==> config.mk <==
export PLATFORM = sky130hd
export DESIGN_NAME = data_1to2_dispatcher
export DESIGN_NICKNAME = d
export VERILOG_FILES = /design/src/rtl/eth_type_pkg.sv /design/src/rtl/data_1to2_dispatcher.sv
export SDC_FILE = /design/constraint.sdc
export NUM_CORES = 1
export LEC_CHECK = 0
export CELL_PAD_IN_SITES_DETAIL_PLACEMENT = 2
export CELL_PAD_IN_SITES_GLOBAL_PLACEMENT = 2
export CORE_MARGIN = 8
export CORE_UTILIZATION = 30
export DETAILED_ROUTE_END_ITERATION = 16
export PLACE_DENSITY_LB_ADDON = 0.1
export SETUP_SLACK_MARGIN = 0.4
export SLEW_MARGIN = 25
export SYNTH_ARGS = -nofsm -noshare
export SYNTH_HDL_FRONTEND = slang
export SYNTH_SLANG_ARGS = --single-unit
==> constraint.sdc <==
create_clock -name i_clk -period 6.5 [get_ports i_clk]
set_input_delay 0.975 -clock i_clk [delete_from_list [all_inputs] [get_ports i_clk]]
set_output_delay 0.975 -clock i_clk [all_outputs]
set_load 0.005 [all_outputs]
==> src/rtl/eth_type_pkg.sv <==
// eth_type_pkg
// Shared EtherType constants (also used by the TX ARP/IP merge stage),
// the receive dispatcher FSM state encodings and the EtherType decode helper.
package eth_type_pkg;

    localparam logic [15:0] ETH_TYPE_ARP = 16'h0806;
    localparam logic [15:0] ETH_TYPE_IP  = 16'h0800;

    localparam logic [1:0] ST_IDLE  = 2'd0;
    localparam logic [1:0] ST_FWD_A = 2'd1;
    localparam logic [1:0] ST_FWD_B = 2'd2;
    localparam logic [1:0] ST_DROP  = 2'd3;

    // Map an EtherType to the state that owns the frame
    function automatic logic [1:0] decode_type(input logic [15:0] eth_type);
        logic [1:0] st;
        st = ST_DROP;
        if (eth_type == ETH_TYPE_ARP) begin
            st = ST_FWD_A;
        end else if (eth_type == ETH_TYPE_IP) begin
            st = ST_FWD_B;
        end
        return st;
    endfunction

endpackage

==> src/rtl/data_1to2_dispatcher.sv <==
// data_1to2_dispatcher
// Steers whole byte-wide RX frames to the ARP port (A) or the IP port (B)
// by EtherType; other EtherTypes are discarded and counted.
// Optional build macro LEN_CHECK_EN enables the frame length check
// (forced last on long frames, o_len_err pulse on long/short/aborted frames).
module data_1to2_dispatcher
    import eth_type_pkg::*;
(
    input  logic        i_clk,
    input  logic        i_rst,
    input  logic [7:0]  i_data,
    input  logic        i_valid,
    input  logic        i_last,
    input  logic [15:0] i_len,
    input  logic [15:0] i_type,
    output logic [7:0]  o_data_a,
    output logic        o_valid_a,
    output logic        o_last_a,
    output logic [15:0] o_len_a,
    output logic [15:0] o_type_a,
    output logic [7:0]  o_data_b,
    output logic        o_valid_b,
    output logic        o_last_b,
    output logic [15:0] o_len_b,
    output logic [15:0] o_type_b,
    output logic [15:0] o_drop_cnt,
    output logic        o_len_err
);

    logic [7:0]  ri_data;
    logic        ri_valid;
    logic        ri_last;
    logic [15:0] ri_len;
    logic [15:0] ri_type;
    logic        ri_valid_1d;
    logic        ri_last_1d;
    logic        loaded;
    logic        skip;

    logic [1:0]  state;
    logic [1:0]  next_state;
    logic [1:0]  route;
    logic        start;
    logic        last_out;
    logic        sel_a;
    logic        sel_b;

`ifdef LEN_CHECK_EN
    logic [15:0] beat_cnt;
    logic [15:0] beat_num;
    logic [15:0] cur_len;
    logic [15:0] frame_len;
    logic        len_err_c;
`endif

    // Input register stage; skip hides the tail of a frame cut by reset.
    // A frame whose first beat is sampled on the very first clock after
    // reset release cannot be told apart from such a tail and is ignored.
    always_ff @(posedge i_clk or posedge i_rst) begin
        if (i_rst) begin
            ri_data     <= '0;
            ri_valid    <= 1'b0;
            ri_last     <= 1'b0;
            ri_len      <= '0;
            ri_type     <= '0;
            ri_valid_1d <= 1'b0;
            ri_last_1d  <= 1'b0;
            loaded      <= 1'b0;
            skip        <= 1'b1;
        end else begin
            ri_data     <= i_data;
            ri_valid    <= i_valid;
            ri_last     <= i_last;
            ri_len      <= i_len;
            ri_type     <= i_type;
            ri_valid_1d <= ri_valid;
            ri_last_1d  <= ri_last;
            loaded      <= 1'b1;
            if (loaded && (!ri_valid || ri_last)) begin
                skip <= 1'b0;
            end
        end
    end

    assign start = ri_valid && !skip && (!ri_valid_1d || ri_last_1d);
    assign sel_a = ri_valid && (route == ST_FWD_A);
    assign sel_b = ri_valid && (route == ST_FWD_B);

    // Route the current beat, compute the next FSM state and the length check
    always_comb begin
        route      = ST_IDLE;
        next_state = ST_IDLE;
        last_out   = 1'b0;
`ifdef LEN_CHECK_EN
        frame_len  = cur_len;
        beat_num   = '0;
        len_err_c  = 1'b0;
`endif
        if (ri_valid) begin
            if (start) begin
                route = decode_type(ri_type);
`ifdef LEN_CHECK_EN
                frame_len = ri_len;
`endif
            end else begin
                route = state;
            end
            next_state = ri_last ? ST_IDLE : route;
            last_out   = ri_last;
        end
`ifdef LEN_CHECK_EN
        if (ri_valid && (route == ST_FWD_A || route == ST_FWD_B)) begin
            beat_num = start ? 16'd1 : beat_cnt + 16'd1;
            if (frame_len != 16'd0) begin
                if (!ri_last && (beat_num == frame_len)) begin
                    last_out   = 1'b1;
                    len_err_c  = 1'b1;
                    next_state = ST_DROP;
                end else if (ri_last && (beat_num < frame_len)) begin
                    len_err_c = 1'b1;
                end
            end
        end
        if (!ri_valid && (state == ST_FWD_A || state == ST_FWD_B)) begin
            len_err_c = 1'b1;
        end
`endif
    end

    // FSM state register
    always_ff @(posedge i_clk or posedge i_rst) begin
        if (i_rst) begin
            state <= ST_IDLE;
        end else begin
            state <= next_state;
        end
    end

`ifdef LEN_CHECK_EN
    // Beat counter and latched frame length for the length check
    always_ff @(posedge i_clk or posedge i_rst) begin
        if (i_rst) begin
            beat_cnt  <= '0;
            cur_len   <= '0;
            o_len_err <= 1'b0;
        end else begin
            beat_cnt  <= beat_num;
            cur_len   <= frame_len;
            o_len_err <= len_err_c;
        end
    end
`else
    assign o_len_err = 1'b0;
`endif

    // Registered output ports; the unselected port is held at zero
    always_ff @(posedge i_clk or posedge i_rst) begin
        if (i_rst) begin
            o_data_a  <= '0;
            o_valid_a <= 1'b0;
            o_last_a  <= 1'b0;
            o_len_a   <= '0;
            o_type_a  <= '0;
            o_data_b  <= '0;
            o_valid_b <= 1'b0;
            o_last_b  <= 1'b0;
            o_len_b   <= '0;
            o_type_b  <= '0;
        end else begin
            o_valid_a <= sel_a;
            o_data_a  <= sel_a ? ri_data : 8'd0;
            o_last_a  <= sel_a && last_out;
            o_valid_b <= sel_b;
            o_data_b  <= sel_b ? ri_data : 8'd0;
            o_last_b  <= sel_b && last_out;
            if (start && sel_a) begin
                o_len_a  <= ri_len;
                o_type_a <= ri_type;
            end
            if (start && sel_b) begin
                o_len_b  <= ri_len;
                o_type_b <= ri_type;
            end
        end
    end

    // Saturating count of frames discarded for an unknown EtherType
    always_ff @(posedge i_clk or posedge i_rst) begin
        if (i_rst) begin
            o_drop_cnt <= '0;
        end else if (start && (route == ST_DROP) && (o_drop_cnt != 16'hFFFF)) begin
            o_drop_cnt <= o_drop_cnt + 16'd1;
        end
    end

endmodule

# After elaboration in Yosys (flattened, before gate mapping)
# Cells that the tools add are included.
totals:
  out_inout_bits: 101
  rom_bits: 0
  n_memories: 0
  ramBits: 0
  elab_cells: 53
  latch_bits: 0
  register_bits: 148
classes:
  n_div: 0
  bitwise: 0
  n_lt_le_gt_ge: 0
  add_sub_neg: 1
  multipliers: 0
  n_mux: 9
  n_reduce_logical: 16
  shift: 0
  eq_ne: 6
op_table:
  columns: ["op", "n"]
  rows:
  - ["16-bit by 12-bit == test with 1-bit output, second input constant", 2]
  - ["16-bit by 1-bit adder with 16-bit output, second input constant", 1]
  - ["8-bit two-way mux", 2]
  - ["16-bit != test, second input constant", 1]
  - ["1-bit logical AND", 11]
  - ["2-bit two-way mux", 5]
  - ["2-bit == test, second input constant", 2]
  - ["1-bit zero test", 3]
  - ["2-bit by 1-bit == test with 1-bit output, second input constant", 1]
  - ["1-bit logical OR", 2]
  - ["1-bit two-way mux", 2]

# Logic depth before layout (Yosys ltp)
logic_depth:
  depth_word: 8
  mapped_depth: 8

# Least setup slack after synthesis
# OpenSTA, ideal clock, no wires.
synth_path:
  path_type: "register to register"
  from: "reg ri_type[0]"
  to: "reg o_len_a[10]"
  path_slack_ns: 4.674
  t_required_ns: 6.375
  t_arrival_ns: 1.701
  path_stages_with_launch: 8
  path_buffers: 3
  synth_period_minus_slack_ns: 1.826
  setup_ns: 0.125
  path_cell_list: "dfrtp_1 nor4b_1 and4_1 buf_6 and4_4 buf_12 buf_12 mux2_4"
synth_between:
  elab_chain_cells: 8
synth_lines:
  columns: ["item", "line", "rtl"]
  rows:
  - ["start: declaration", "data_1to2_dispatcher.sv:34", "logic [15:0] ri_type;"]
  - ["start signal: assignment", "data_1to2_dispatcher.sv:75", "ri_type <= i_type;"]
  - ["16-bit by 12-bit == test with 1-bit output", "eth_type_pkg.sv:20", "end else if (eth_type == ETH_TYPE_IP) begin"]
  - ["1-bit two-way mux", "eth_type_pkg.sv:20", null]
  - ["2-bit two-way mux *", "eth_type_pkg.sv:18", "if (eth_type == ETH_TYPE_ARP) begin"]
  - ["2-bit two-way mux *", "data_1to2_dispatcher.sv:100", "if (start) begin"]
  - ["2-bit two-way mux *", "data_1to2_dispatcher.sv:99", "if (ri_valid) begin"]
  - ["2-bit by 1-bit == test with 1-bit output *", "data_1to2_dispatcher.sv:86", "assign sel_a = ri_valid && (route == ST_FWD_A);"]
  - ["1-bit logical AND *", "data_1to2_dispatcher.sv:86", null]
  - ["1-bit logical AND *", "data_1to2_dispatcher.sv:176", "if (start && sel_a) begin"]
  - ["end signal: assignment", "data_1to2_dispatcher.sv:177", "o_len_a <= ri_len;"]
  - ["end: declaration", "data_1to2_dispatcher.sv:19", "output logic [15:0] o_len_a,"]
# Every way passes the cells marked *; elsewhere a longest branch is shown, timed or not.
# A chain may end at the register's enable or synchronous reset.

# Final worst setup path
layout_path:
  from: "reg ri_type[0]"
  to: "reg o_data_b[3]"
layout_between:
  elab_chain_cells: 8
layout_lines:
  columns: ["item", "line", "rtl"]
  rows:
  - ["16-bit by 12-bit == test with 1-bit output", "eth_type_pkg.sv:20", null]
  - ["1-bit two-way mux", "eth_type_pkg.sv:20", null]
  - ["2-bit two-way mux *", "eth_type_pkg.sv:18", null]
  - ["2-bit two-way mux *", "data_1to2_dispatcher.sv:100", null]
  - ["2-bit two-way mux *", "data_1to2_dispatcher.sv:99", null]
  - ["2-bit == test *", "data_1to2_dispatcher.sv:87", "assign sel_b = ri_valid && (route == ST_FWD_B);"]
  - ["1-bit logical AND *", "data_1to2_dispatcher.sv:87", null]
  - ["net sel_b", "data_1to2_dispatcher.sv:46", "logic sel_b;"]
  - ["8-bit two-way mux *", "data_1to2_dispatcher.sv:174", "o_data_b <= sel_b ? ri_data : 8'd0;"]
  - ["end signal: assignment", "data_1to2_dispatcher.sv:174", null]
  - ["end: declaration", "data_1to2_dispatcher.sv:21", "output logic [7:0] o_data_b,"]
# Mark *: on every way through the listed nets, which the timed path passes. The rest lies on a longest branch.

==> key figures <==
Clock network
  – Clk sinks: 148
  – Root Driver: clkbuf_16
  – Num CTS Buffers: 17
  – TritonCTS clock tree: yes
  – Worst-skew pair later-pin latency: 0.41 ns
  – Bufs on Longest Clock Path: 2
  – Clock-pin transition on the worst setup and hold timing paths: 0.06 ns
  – Post_cts resized: 0
  – Setup bufs post-CTS: 0
  – CTS Hold Bufs: 0
  – H-tree levels: 4

Routing
  – First drt pass iteration count: 4
  – Remaining antenna violation count: 0
  – Vias: 3244
  – Iteration-0 DRC Markers: 119
  – Vias per cell: 4.38
  – Drt drc: 0
  – Final wirelength: 13700 µm
  – Avg WL per Cell: 18.5 µm

Critical path
  – Crit. Startpoint: ri_type[0]$_DFF_PP0_
  – Setup Crit Path Kind: register to register
  – Crit path DAT: 3.07 ns
  – Largest fanout on the critical path: 33
  – Critical path required time: 6.85 ns
  – Crit Reg-Reg Startpoint: ri_type[0]$_DFF_PP0_
  – Reg2reg path depth: 5
  – Crit path launch type: register
  – Critical Path Sink Type: register

Synthesis
  – Commonest register cell after synthesis: dfrtp_1
  – Synthesized flop and latch total: 148
  – Post-synth top area share: 0.720
  – Syn nets: 402
  – Mean Syn Cell Area: 14.3 µm²
  – Yosys warning total: 0
  – Netlist cell types: 39
  – Largest cells by area after synthesis: dfrtp_1 72%, and2_1 4.3%, nand2_1 4.0%, mux2_4 2.9%, xnor2_1 2.2%
  – EDFF count, synth: 0
  – Post-synth ARST share: 1.00
  – Post-synthesis cell area: 0.00511 mm²
  – Cell taking the most area after synthesis: dfrtp_1
  – Register area share after synthesis: 0.725
  – Post-Synthesis Cells: 357

Die
  – Die width: 147 µm
  – Die height: 147 µm
  – Io pins: 145
  – Core region area: 0.0166 mm²
  – Die area: 0.0215 mm²
  – Num rows: 47
  – Initial core utilization: 0.307

GRT
  – GR Util All Layers: 0.134
  – First-pass GRT wire length: 22300 µm
  – Total grt overflow: 0
  – Initial antenna violation count: 0
  – Vias in the first global route: 3850
  – Largest net degree at the start of global routing: 110

Layout
  – Commonest non-fill, non-tap cell in the layout: dfrtp_1
  – Layout cells sized above 1: 0.107
  – Final core utilization: 0.440
  – Antenna diodes: 0
  – Area growth syn-to-layout: 43.2%
  – Nets: 554
  – Most frequent cells in the layout: 147 x dfrtp_1, 143 x clkdlybuf4s50_1, 55 x nand2_1

Timing
  – Final min period: 2.72 ns
  – Slew Limit Fails: 0
  – Maximum clock rate: 368 MHz
  – Total negative setup slack: 0 ns
  – Worst relative slew slack: 0.438
  – Period utilization: 0.418
  – Final setup vio count: 0
  – Clock Skew: 0.00894 ns
  – Final hold violations: 0
  – Actual slew at the worst max-slew pin: 0.843 ns
  – RSZ-0062 raised after global routing: false

Pwr
  – Power per cell area: 291 mW/mm²
  – Leakage power total: 0.00331 µW
  – Peak supply drop: 0.000179 V

Min path
  – Hold_sp: loaded$_DFF_PP0_
  – Hold Crit Class: register to register
  – Hold depth: 1

Job
  – MaxCap Viol Count: 0

Place
  – Hpwl dp: 9570 µm
  – Final Wtd Congestion: 0.733
  – IO buf count: 143

Run status
  – Outcome: complete, no violations
synthesized netlist by cell type (3+ instances only):
cell type  count
nor2b_1       15
mux2_2         5
dfrtp_1      147
nand2b_1       5
or2_2          3
mux2_4        10
nor4_1         3
nor3_1         3
clkbuf_1       3
mux2_1         3
nor2_1         5
nand4_1        9
nand2_1       55
nand3_1        9
and2_1        35
xnor2_1       13
and3_1         5
final cells by class:
| cell class | instances | area, µm² |
|---|---|---|
| fill | 1618 | 9330 |
| sequential | 148 | 3700 |
| timing repair buffer | 144 | 1440 |
| multi-input combinational | 197 | 1300 |
| clock buffer | 23 | 488 |
| tap | 220 | 275 |
| clock inverter | 8 | 98.8 |
| inverter | 1 | 11.3 |
worst max-delay path, cell delays in order, from the launching register on:
cell	delay, ns
dfrtp_1	0.37
nor4b_1	0.34
and4_1	0.47
nand3_2	0.63
a211oi_4	0.64
and2_1	0.20
power breakdown:
group / leakage [µW] / internal, µW / switching (µW) / total, µW
combinational: 0.00109 / 91.6 / 64.8 / 156
clock: 0.000285 / 603 / 367 / 970
sequential: 0.00194 / 962 / 40.2 / 1000
registers in the layout, indices dropped and copies added, names as in the netlist, 2 cells and up:
signal	count
o_drop_cnt	16
o_len_a	16
o_len_b	16
o_type_a	16
o_type_b	16
ri_len	16
ri_type	16
o_data_a	8
o_data_b	8
ri_data	8
state	2
through the flow:
step / instances / instance area (µm²) / setup slack [ns] / hold WS (ns) / total power [µW]
global placement: 710 / 6730 / 3.74 / 0.388 / 1170
CTS: 741 / 7310 / 3.64 / 0.398 / 2170
global route: 741 / 7320 / 3.54 / 0.417 / 2220
detailed placement: 710 / 6730 / 3.68 / 0.389 / 1180
floorplan: 357 / 5110 / 1.55 / 0.370 / 1070
finish: 741 / 7320 / 3.78 / 0.394 / 2130
kinds of logic after synthesis:
kind of cell             Yosys count  share of synthesized area
AO/OA/AOI/OAI                     11                     0.0240
XOR/XNOR                          14                     0.0240
adder cells (fa/ha/maj)            1                    0.00245
buffers and inverters             12                     0.0208
flip-flops                       148                      0.725
multiplexers                      18                     0.0470
other                              2                    0.00147
AND/OR/NAND/NOR                  151                      0.155
metal layers:
metal | GRT usage | wire length, µm | vias to the layer above
li1 | - | - | 1460
met1 | 0.156 | 5780 | 1667
met2 | 0.225 | 6960 | 101
met3 | 0.0464 | 716 | 16
met4 | 0.0515 | 228 | 0
met5 | 0 | 0 | -
worst paths after layout:
path | to | slack [ns]
max in group asynchronous | o_type_b[6]$_DFFE_PP0P_ | 4.35
worst min register to register | skip$_DFFE_PP1P_ | 0.39
worst min-delay path | skip$_DFFE_PP1P_ | 0.39
worst max register to register | o_data_b[3]$_DFF_PP0_ | 3.78
min in group asynchronous | o_len_a[8]$_DFFE_PP0P_ | 1.10
worst max-delay path | o_data_b[3]$_DFF_PP0_ | 3.78
No activity file was read; power rests on OpenSTA's default activity.
